[config.mk]
export PLATFORM = sky130hd
export DESIGN_NAME = nes_cpu_bus_fabric
export DESIGN_NICKNAME = d
export VERILOG_FILES = /design/src/rtl/nes_cpu_bus_fabric.sv
export SDC_FILE = /design/constraint.sdc
export NUM_CORES = 1
export LEC_CHECK = 0
export ABC_CLOCK_PERIOD_IN_PS = 6700
export CAP_MARGIN = 20
export CORE_ASPECT_RATIO = 0.75
export CORE_MARGIN = 1.5
export CORE_UTILIZATION = 39
export CTS_CLUSTER_DIAMETER = 40
export CTS_CLUSTER_SIZE = 20
export DETAILED_ROUTE_END_ITERATION = 10
export PLACE_DENSITY = 0.67
export SETUP_SLACK_MARGIN = 0.15
export SKIP_LAST_GASP = 1
export SLEW_MARGIN = 0
export SYNTH_ARGS = -nofsm -noshare
export SYNTH_HDL_FRONTEND = slang
export SYNTH_SLANG_ARGS = --single-unit
[constraint.sdc]
create_clock -name CPU_CLK -period 6.7 [get_ports CPU_CLK]
set_input_delay 1.005 -clock CPU_CLK [delete_from_list [all_inputs] [get_ports CPU_CLK]]
set_output_delay 1.005 -clock CPU_CLK [all_outputs]
set_load 0.02 [all_outputs]
[src/rtl/nes_cpu_bus_fabric.sv]
// CPU-side NES bus fabric: region decode, read-data mux with open-bus latch,
// and the $4014 OAM DMA engine that halts the 2A03 while copying a page to OAMDATA.
module nes_cpu_bus_fabric #(
  parameter int unsigned RAM_AW   = 11,
  parameter int unsigned PPU_RAW  = 3,
  parameter int unsigned DMA_LEN  = 256,
  parameter logic [15:0] DMA_REG  = 16'h4014,
  parameter logic [15:0] OAM_DATA = 16'h2004
) (
  input  logic        CPU_CLK,
  input  logic        RESET_n,
  input  logic [15:0] CPU_ADDR,
  input  logic [7:0]  CPU_DATA_OUT,
  input  logic        CPU_RW_n,
  output logic        CPU_ENABLE,
  output logic [7:0]  DATA_BUS,
  output logic [15:0] BUS_ADDR,
  output logic        BUS_RW_n,
  output logic [7:0]  BUS_WDATA,
  output logic        RAM_CS,
  output logic        PPU_CS,
  output logic        APU_CS,
  output logic        CART_CS,
  input  logic [7:0]  RAM_RDATA,
  input  logic [7:0]  PPU_RDATA,
  input  logic [7:0]  APU_RDATA,
  input  logic [7:0]  CART_RDATA
);

  typedef enum logic [2:0] {
    S_IDLE,
    S_HALT,
    S_ALIGN,
    S_READ,
    S_WRITE
  } dma_state_t;

  localparam logic [7:0] LAST_IDX = 8'(DMA_LEN - 1);

  dma_state_t r_state, w_next;
  logic [7:0] r_page;
  logic [7:0] r_count;
  logic [7:0] r_dma_byte;
  logic [7:0] r_open_bus;
  logic       r_parity;

  logic       w_dma_trig;
  logic       w_access;
  logic       w_unused_slave_offsets;

  assign w_dma_trig = (r_state == S_IDLE) && !CPU_RW_n && (CPU_ADDR == DMA_REG);
  assign CPU_ENABLE = (r_state == S_IDLE);

  // Slaves slice their own mirrored offsets straight from BUS_ADDR.
  assign w_unused_slave_offsets = ^{BUS_ADDR[RAM_AW-1:0], BUS_ADDR[PPU_RAW-1:0]};

  always_comb begin
    w_next = r_state;
    case (r_state)
      S_IDLE:  if (w_dma_trig) w_next = S_HALT;
      S_HALT:  w_next = r_parity ? S_READ : S_ALIGN;
      S_ALIGN: w_next = S_READ;
      S_READ:  w_next = S_WRITE;
      S_WRITE: w_next = (r_count == LAST_IDX) ? S_IDLE : S_READ;
      default: w_next = S_IDLE;
    endcase
  end

  // DMA bus cycles are suppressed while reset is asserted so no OAM write
  // can slip out on the cycle that aborts a transfer.
  always_comb begin
    BUS_ADDR  = CPU_ADDR;
    BUS_RW_n  = CPU_RW_n;
    BUS_WDATA = CPU_DATA_OUT;
    w_access  = 1'b1;
    case (r_state)
      S_IDLE: ;
      S_READ: begin
        BUS_ADDR  = {r_page, r_count};
        BUS_RW_n  = 1'b1;
        BUS_WDATA = r_dma_byte;
        w_access  = RESET_n;
      end
      S_WRITE: begin
        BUS_ADDR  = OAM_DATA;
        BUS_RW_n  = !RESET_n;
        BUS_WDATA = r_dma_byte;
        w_access  = RESET_n;
      end
      default: begin
        BUS_ADDR  = {r_page, r_count};
        BUS_RW_n  = 1'b1;
        BUS_WDATA = r_dma_byte;
        w_access  = 1'b0;
      end
    endcase
  end

  assign RAM_CS  = w_access && (BUS_ADDR[15:13] == 3'b000);
  assign PPU_CS  = w_access && (BUS_ADDR[15:13] == 3'b001);
  assign APU_CS  = w_access && (BUS_ADDR[15:5] == 11'h200) && (BUS_ADDR[4:0] <= 5'h17)
                   && (BUS_ADDR != DMA_REG);
  assign CART_CS = w_access && (BUS_ADDR >= 16'h4020);

  always_comb begin
    DATA_BUS = r_open_bus;
    if (RAM_CS)       DATA_BUS = RAM_RDATA;
    else if (PPU_CS)  DATA_BUS = PPU_RDATA;
    else if (APU_CS)  DATA_BUS = APU_RDATA;
    else if (CART_CS) DATA_BUS = CART_RDATA;
  end

  always_ff @(posedge CPU_CLK) begin
    if (!RESET_n) begin
      r_state    <= S_IDLE;
      r_page     <= '0;
      r_count    <= '0;
      r_dma_byte <= '0;
      r_open_bus <= '0;
      r_parity   <= 1'b0;
    end else begin
      r_state    <= w_next;
      r_parity   <= ~r_parity;
      r_open_bus <= BUS_RW_n ? DATA_BUS : BUS_WDATA;
      if (w_dma_trig)          r_page     <= CPU_DATA_OUT;
      if (r_state == S_READ)   r_dma_byte <= DATA_BUS;
      if (r_state == S_WRITE)  r_count    <= (r_count == LAST_IDX) ? '0 : r_count + 8'd1;
    end
  end

endmodule

Word level (Yosys, flattened, before mapping)
Index checks and enable logic that the tools add are counted.
{ "word_totals": {"reg_bits": 36, "in_bits": 59, "elab_cells": 47} }
{ "op_classes": {"n_addsub": 1, "order_cmp": 2, "n_eq_ne": 10, "n_mux": 14, "bitwise_logic": 1, "reduce_logical": 13} }
{ "ops": {"columns": ["op", "count"], "rows": [
  ["$mux W8", 7],
  ["$pmux W16 S2", 1],
  ["$eq A16 B15 Y1 const B", 1],
  ["$ge A16 B15 Y1 const B", 1],
  ["$ne A16 B15 Y1 const B", 1],
  ["$pmux W3 S5", 1],
  ["$eq A11 B10 Y1 const B", 1],
  ["$add A8 B1 Y8 const B", 1],
  ["$eq A8 B8 Y1 const B", 1],
  ["$logic_and A1 B1 Y1", 8],
  ["$eq A3 B1 Y1 const B", 2],
  ["$eq A3 B2 Y1 const B", 2],
  ["$logic_not A3 Y1", 2],
  ["$le A5 B5 Y1 const B", 1],
  ["$pmux W1 S2", 2],
  ["$eq A3 B3 Y1 const B", 1],
  ["$mux W3", 1],
  ["$logic_not A1 Y1", 2],
  ["$mux W2", 1],
  ["$ne A2 B1 Y1 const B", 1],
  ["$reduce_or A2 Y1", 1],
  ["$mux W1", 1],
  ["$not A1 Y1", 1]
]} }

Depth between registers and ports, before layout
{ "logic_depth": {"ltp_word": 10, "mapped_depth": 10, "mapped_depth_nobuf": 7} }

Least setup slack after synthesis
OpenSTA, ideal clock, no wires.
{ "synth_path": {"kind": "input to output", "start": "input port CPU_ADDR[13]", "end": "output port DATA_BUS[0]", "arrival_ps": 2754, "t_required_ps": 5695, "setup_slack_ps": 2941, "path_stages": 7, "path_cell_list": "or4_4 > o21ai_4 > inv_6 > buf_6 > nor4_4 > nand2_1 > a32oi_2"} }
{ "synth_lines": {"columns": ["element", "line", "text"], "rows": [
  ["start: declaration", "12", "input logic [15:0] CPU_ADDR,"],
  ["$pmux W16 S2", "76", "case (r_state)"],
  ["via BUS_ADDR[13]", "17", "output logic [15:0] BUS_ADDR,"],
  ["$logic_not A3 Y1", "99", "assign RAM_CS = w_access && (BUS_ADDR[15:13] == 3'b000);"],
  ["$logic_and A1 B1 Y1", "99", null],
  ["via RAM_CS", "20", "output logic RAM_CS,"],
  ["$mux W8", "107", "if (RAM_CS) DATA_BUS = RAM_RDATA;"],
  ["end: declaration", "16", "output logic [7:0] DATA_BUS,"]
]} }
The timed path passes the listed nets, and every way through them passes these cells.

Worst setup path after layout
{ "layout_path": {"start": "register r_state[1]", "end": "output port DATA_BUS[7]"} }
{ "layout_via": {"elab_chain_len": 9} }
{ "layout_rtl": {"columns": ["element", "line", "text"], "rows": [
  ["start: declaration", "40", "dma_state_t r_state, w_next;"],
  ["start signal: assignment", "122", "r_state <= w_next;"],
  ["branches (longest 8 deep; another with $ge A16 B15 Y1)", null, null],
  ["$mux W8 (*)", "107", null]
]} }
Mark *: on every way between the ends.

==> results.md <==
- Status: finished, violations left
- Failing checks: DRC
- Setup-failing EPs final: 0
- TritonCTS buffer count: 5
- Skew final: 0.00695 ns
- Hold slack: 0.411 ns
- CP Cell Sequence: or2_0 -> o21ai_1 -> and4bb_1 -> o211ai_1 -> a32oi_2 -> clkdlybuf4s50_1
- Fin area: 0.00374 mm2
- Final core utilization: 0.577
- Worst-path clk slew: 0.07 ns
- CP arrival: 4.55 ns
- Ys Warns: 0
- Slew Limit Fails: 0
- Post-CTS Resized: 0
- ANT nets after route: 0
- EDFF count, synth: 0
- CP Depth: 6
- Clock Tree Root: clkbuf_8
- Overflow after GRT: 0
- Largest delay contributor family on the critical path: simple AND/OR/NAND/NOR gates
- Number of instances in the placed design: 482
- Vias in the first global route: 2535
- Post-route minimum period: 5.55 ns
- Drt pass-1 iters: 8
- Rel. slew slack: 0.327
- Routability cong.: 0.870
- Placed cell area: 0.00364 mm2
- Hold Vio Cnt, Final: 0
- Share of layout cells above drive strength 1: 0.107
- Total wire length: 9090 um
- Full die area: 0.00741 mm2
- Syn Nets: 387
- CP Buf/Inv Count: 1
- Worst setup margin: 1.15 ns
- Power Total: 0.946 mW
- Number of max-cap violations: 0
- Largest net degree at the start of global routing: 30
- Filler cells: 606
- Ratio of final minimum period to clock period: 0.829
- Starting Density: 0.415
- DIE WIDTH: 98.9 um
- Footprint of the multi-input gates: 0.00173 mm2
- Clock Sinks: 36
- Most frequent cells in the layout: 96 x clkdlybuf4s50_1, 36 x o21ai_0, 36 x dfxtp_1
- Syn Inst Count: 327
- CTS tree: yes
- CP Class: flop to primary output
- IO Count: 97
- 1st-iter DRT viols: 395
- Post-synthesis register bit count: 36
- Worst-Margin Slew: 1.00 ns
- Rows: 25
- Primary FF master, synth: dfxtp_1
- Commonest non-fill, non-tap cell in the layout: clkdlybuf4s50_1
- Max incr delay on CP: 0.88 ns
- Pre-CTS WS: 1.52 ns
- Crit-path max FO: 29
- Initial antenna violation count: 0
- Total Neg Setup Slack: 0 ns
- VDD IR-drop max: 0.147 mV
- FF-to-FF path depth: 6
- Hold_buf cts: 0
- Die height: 74.9 um
- CTS Buffer Depth: 2
- Max Fclk: 0.180 GHz
- Port bufs: 96
- Async SR Flop Fraction: 0
- Skew-Pair Late Insertion Delay: 0.29 ns
- N_diodes: 0
- Fin cells: 491
- Register area share after synthesis: 0.268
- Slowest CP cell: dfxtp_1
- Synthesized area: 0.00269 mm2
- RSZ-0062 raised after global routing: no
- Register area: 721 um2
- Core Area: 0.00647 mm2
- Pwr dens: 253 mW/mm2
- Final #Nets: 469
- Routed len/inst: 18.5 um
- Worst hold stages: 1
- Hold crit path type: flop to flop
- CP required: 5.69 ns
- Area growth, synth to finish: 39.0%
- Vias per cell: 5.96
- Tot GR Track Use: 0.240
- Hpwl dp: 6890 um
- Post-synthesis area per instance: 8.22 um2
- First-pass GRT wire length: 13800 um
- Netlist cell types: 58
- H-tree depth: 2
- Setup crit end kind: primary output
- Via Count: 2925
- Static Leakage: 1.40 nW
- Remaining DRCs: 9
- Post-CTS setup buffers: 0
- Worst Setup Start Kind: flop
worst register-to-register path: stages (launching register included):
cell	delay, ns
dfxtp_1	0.88
or2_0	0.75
o21ai_1	0.55
and4bb_1	0.86
o211ai_1	0.22
a32oi_2	0.33
a22o_1	0.20
worst paths after layout:
path                            startpoint             to  slack (ns)
worst max-delay path            r_state[1]    DATA_BUS[7]        1.15
worst min-delay path              r_parity       r_parity        0.41
worst min register to register    r_parity       r_parity        0.41
worst max register to register  r_state[1]  r_dma_byte[7]        2.86
where the power goes:
part	internal [mW]	total, mW	switching [mW]
registers	0.228	0.241	0.0139
logic	0.241	0.542	0.301
clock network	0.0835	0.162	0.0784
state kept, by name, summed over array words and instances (netlist names):
| name | flops |
|---|---|
| r_open_bus | 8 |
| r_count | 8 |
| r_state | 3 |
| r_dma_byte | 8 |
| r_page | 8 |
| r_parity | 1 |
synthesized netlist by cell type, types with 2 or more instances:
master     count  share of area
or4b_2         3          0.011
dfxtp_1       36           0.27
buf_1          3         0.0042
buf_4          4          0.011
o21ba_1        8          0.030
inv_1         21          0.029
a2111oi_0      8          0.026
o21a_1         2         0.0056
or3_1          2         0.0047
o211ai_1      16          0.045
a31oi_1        3         0.0070
and3_1         2         0.0047
a21oi_1       17          0.032
nor4_1         3         0.0070
a41o_1         8          0.030
nor4b_1        4          0.013
xor2_1         2         0.0065
mux2i_1       10          0.037
o21ai_0       36          0.067
a22o_1         8          0.026
mux2_2         9          0.038
nand4_1        2         0.0047
nand2b_1       9          0.021
nand2_1       25          0.035
nand3_1        5         0.0093
clkbuf_1       2         0.0028
nor2_1        22          0.031
buf_6          3          0.013
o2111ai_1      3         0.0098
nor3_1         2         0.0037
a32oi_2        8          0.048
buf_2         15          0.028
cells by family after synthesis:
group,synth area share
multiplexers,0.0749
flip-flops,0.268
XOR/XNOR,0.00652
AND/OR/NAND/NOR,0.192
adder cells (fa/ha/maj),0.00465
buffers and inverters,0.0926
AO/OA/AOI/OAI,0.361
per-layer routing:
layer / routed length (um) / GRT usage / vias up
li1: - / - / 1395
met1: 4700 / 0.382 / 1378
met2: 3640 / 0.338 / 145
met3: 681 / 0.0297 / 7
met4: 60 / 0.0587 / 0
met5: 0 / 0 / -
final cells by class:
type | count | share of cell area
Timing Repair Buffer | 102 | 0.269
Clock buffer | 7 | 0.0231
Inverter | 23 | 0.0244
Sequential cell | 36 | 0.193
Multi-Input combinational cell | 241 | 0.462
Clock inverter | 1 | 0.00201
Tap cell | 81 | 0.0271
Note: power is estimated with default switching activity, not from simulation.
==> edit (same flow settings) <==
Make the reset (`RESET_n`) asynchronous in one clocked block.
--- a/src/rtl/nes_cpu_bus_fabric.sv
+++ b/src/rtl/nes_cpu_bus_fabric.sv
@@ -110,7 +110,7 @@
     else if (CART_CS) DATA_BUS = CART_RDATA;
   end
 
-  always_ff @(posedge CPU_CLK) begin
+  always_ff @(posedge CPU_CLK or negedge RESET_n) begin
     if (!RESET_n) begin
       r_state    <= S_IDLE;
       r_page     <= '0;
Function: differs if RESET_n is asserted again (counterexample within 4 cycles, from zero or initial values and one cycle with RESET_n low); with RESET_n held inactive, the same outputs for 10 cycles.
==> edit against the original RTL <==
  * Sequential share of layout area rose by 3.9 points
  * Sequential cell count unchanged
  * Synthesized cell count fell by 4.3%
  * Routed wire length shrank 4.9%
  * Core utilization is 1.0 points lower
  * Count of clock-buffer cells in the layout stayed put
  * Die area up 3.7%
  * Cell count is 2.0% higher
  * Area after synthesis grew 3.9%
  * Final area increased by 4.1%
  * Setup slack better by 0.054 ns
Power is not compared: it rests on default switching activity, and its combinational part moved more than twofold at a synthesized area within 25%.
==> edit: results (changes against the original RTL) <==
| Metric | Value |
|---|---|
| Non-clk bufs | `101 (was 102)` |
| Wire length on met3 | `817 um (was 681 um)` |
| Sequential fraction of the synthesis area | `0.3226 (was 0.2680)` |
| Final RePlAce weighted congestion | `0.8867 (was 0.8699)` |
| Met2 track demand over resource | `0.3284 (was 0.3379)` |
| Critical path fanouts, max | `15 (was 29)` |
| Vias | `2788 (was 2925)` |
| Status | `finished clean (was complete, but fails checks)` |
| Mapped Area | `2793 sq um (was 2689 sq um)` |
| Final Net Count | `462 (was 469)` |
| Largest net degree at the start of global routing | `32 (was 30)` |
| Area Growth Syn to Fin | `39.34% (was 39.04%)` |
| Signal buf overhead | `0.2553 (was 0.2691)` |
| DP Worst Slack | `1.231 ns (was 1.517 ns)` |
| CP max stage cell | `or4b_2 (was dfxtp_1)` |
| Gr usage total | `0.2304 (was 0.2401)` |
| # fillers | `613 (was 606)` |
| Synth async-reset ratio | `1.000 (was 0)` |
| Placed Cells | `492 (was 482)` |
| Fin cells | `501 (was 491)` |
| Clk tree area frac | `0.03248 (was 0.02510)` |
| Multi-In Gates | `234 (was 241)` |
| Initial DRC Count | `207 (was 395)` |
| Tot Pwr | `~0.00056 W` |
| Drt first pass iters | `5 (was 8)` |
| Multi-input gate area | `1658 sq um (was 1725 sq um)` |
| Most frequent cells after synthesis | `36 x dfrtp_1, 32 x nand2_1, 22 x inv_1, 21 x o21ai_0, 20 x nor2_1 (was 36 x dfxtp_1, 36 x o21ai_0, 25 x nand2_1, 22 x nor2_1, 21 x inv_1)` |
| Post-Syn Nets | `373 (was 387)` |
| Netlist cell types | `64 (was 58)` |
| Share of layout cells above drive strength 1 | `0.1315 (was 0.1073)` |
| Global-route wire length before repair | `14010 um (was 13760 um)` |
| Final Skew | `0.002597 ns (was 0.006948 ns)` |
| GR Layer Usage met1 | `0.3473 (was 0.3818)` |
| M3 GR Usage | `0.06330 (was 0.02971)` |
| Sequential share of cell area | `0.2315 (was 0.1928)` |
[edit: changes by cell type in the layout (fill, tap and decap cells not counted), sizes merged, moves of 8 or more]
cell	unedited run	this run
a21oi	17	9
a2111oi	8	0
dfxtp	36	0
o211ai	16	3
o21ba	9	0
a22o	8	0
dfrtp	0	36
[edit: logic make-up (layout without fill, tap and decap cells)]
logic type,after synthesis,count (layout),synth area share
AOI/OAI and AO/OA,94,94,0.2343
xor gates and xnor gates,4,4,0.01254
adders and majority gates,1,1,0.004480
buffers and inverters,43,133,0.08557
DFF,36,36,0.3226
muxes,28,28,0.1075
and+or+nand+nor,107,107,0.2330
[edit: final timing paths]
check / end / slack, ns / start / cells after the start
max in group asynchronous: r_page[2] / 5.42 / RESET_n / 2
max: DATA_BUS[0] / 1.20 / CPU_ADDR[8] / 9
min in group asynchronous: r_count[3] / 0.64 / RESET_n / 1
min: r_parity / 0.42 / r_parity / 1
min reg2reg: r_parity / 0.42 / r_parity / 1
max reg2reg: r_open_bus[3] / 2.95 / r_state[1] / 8
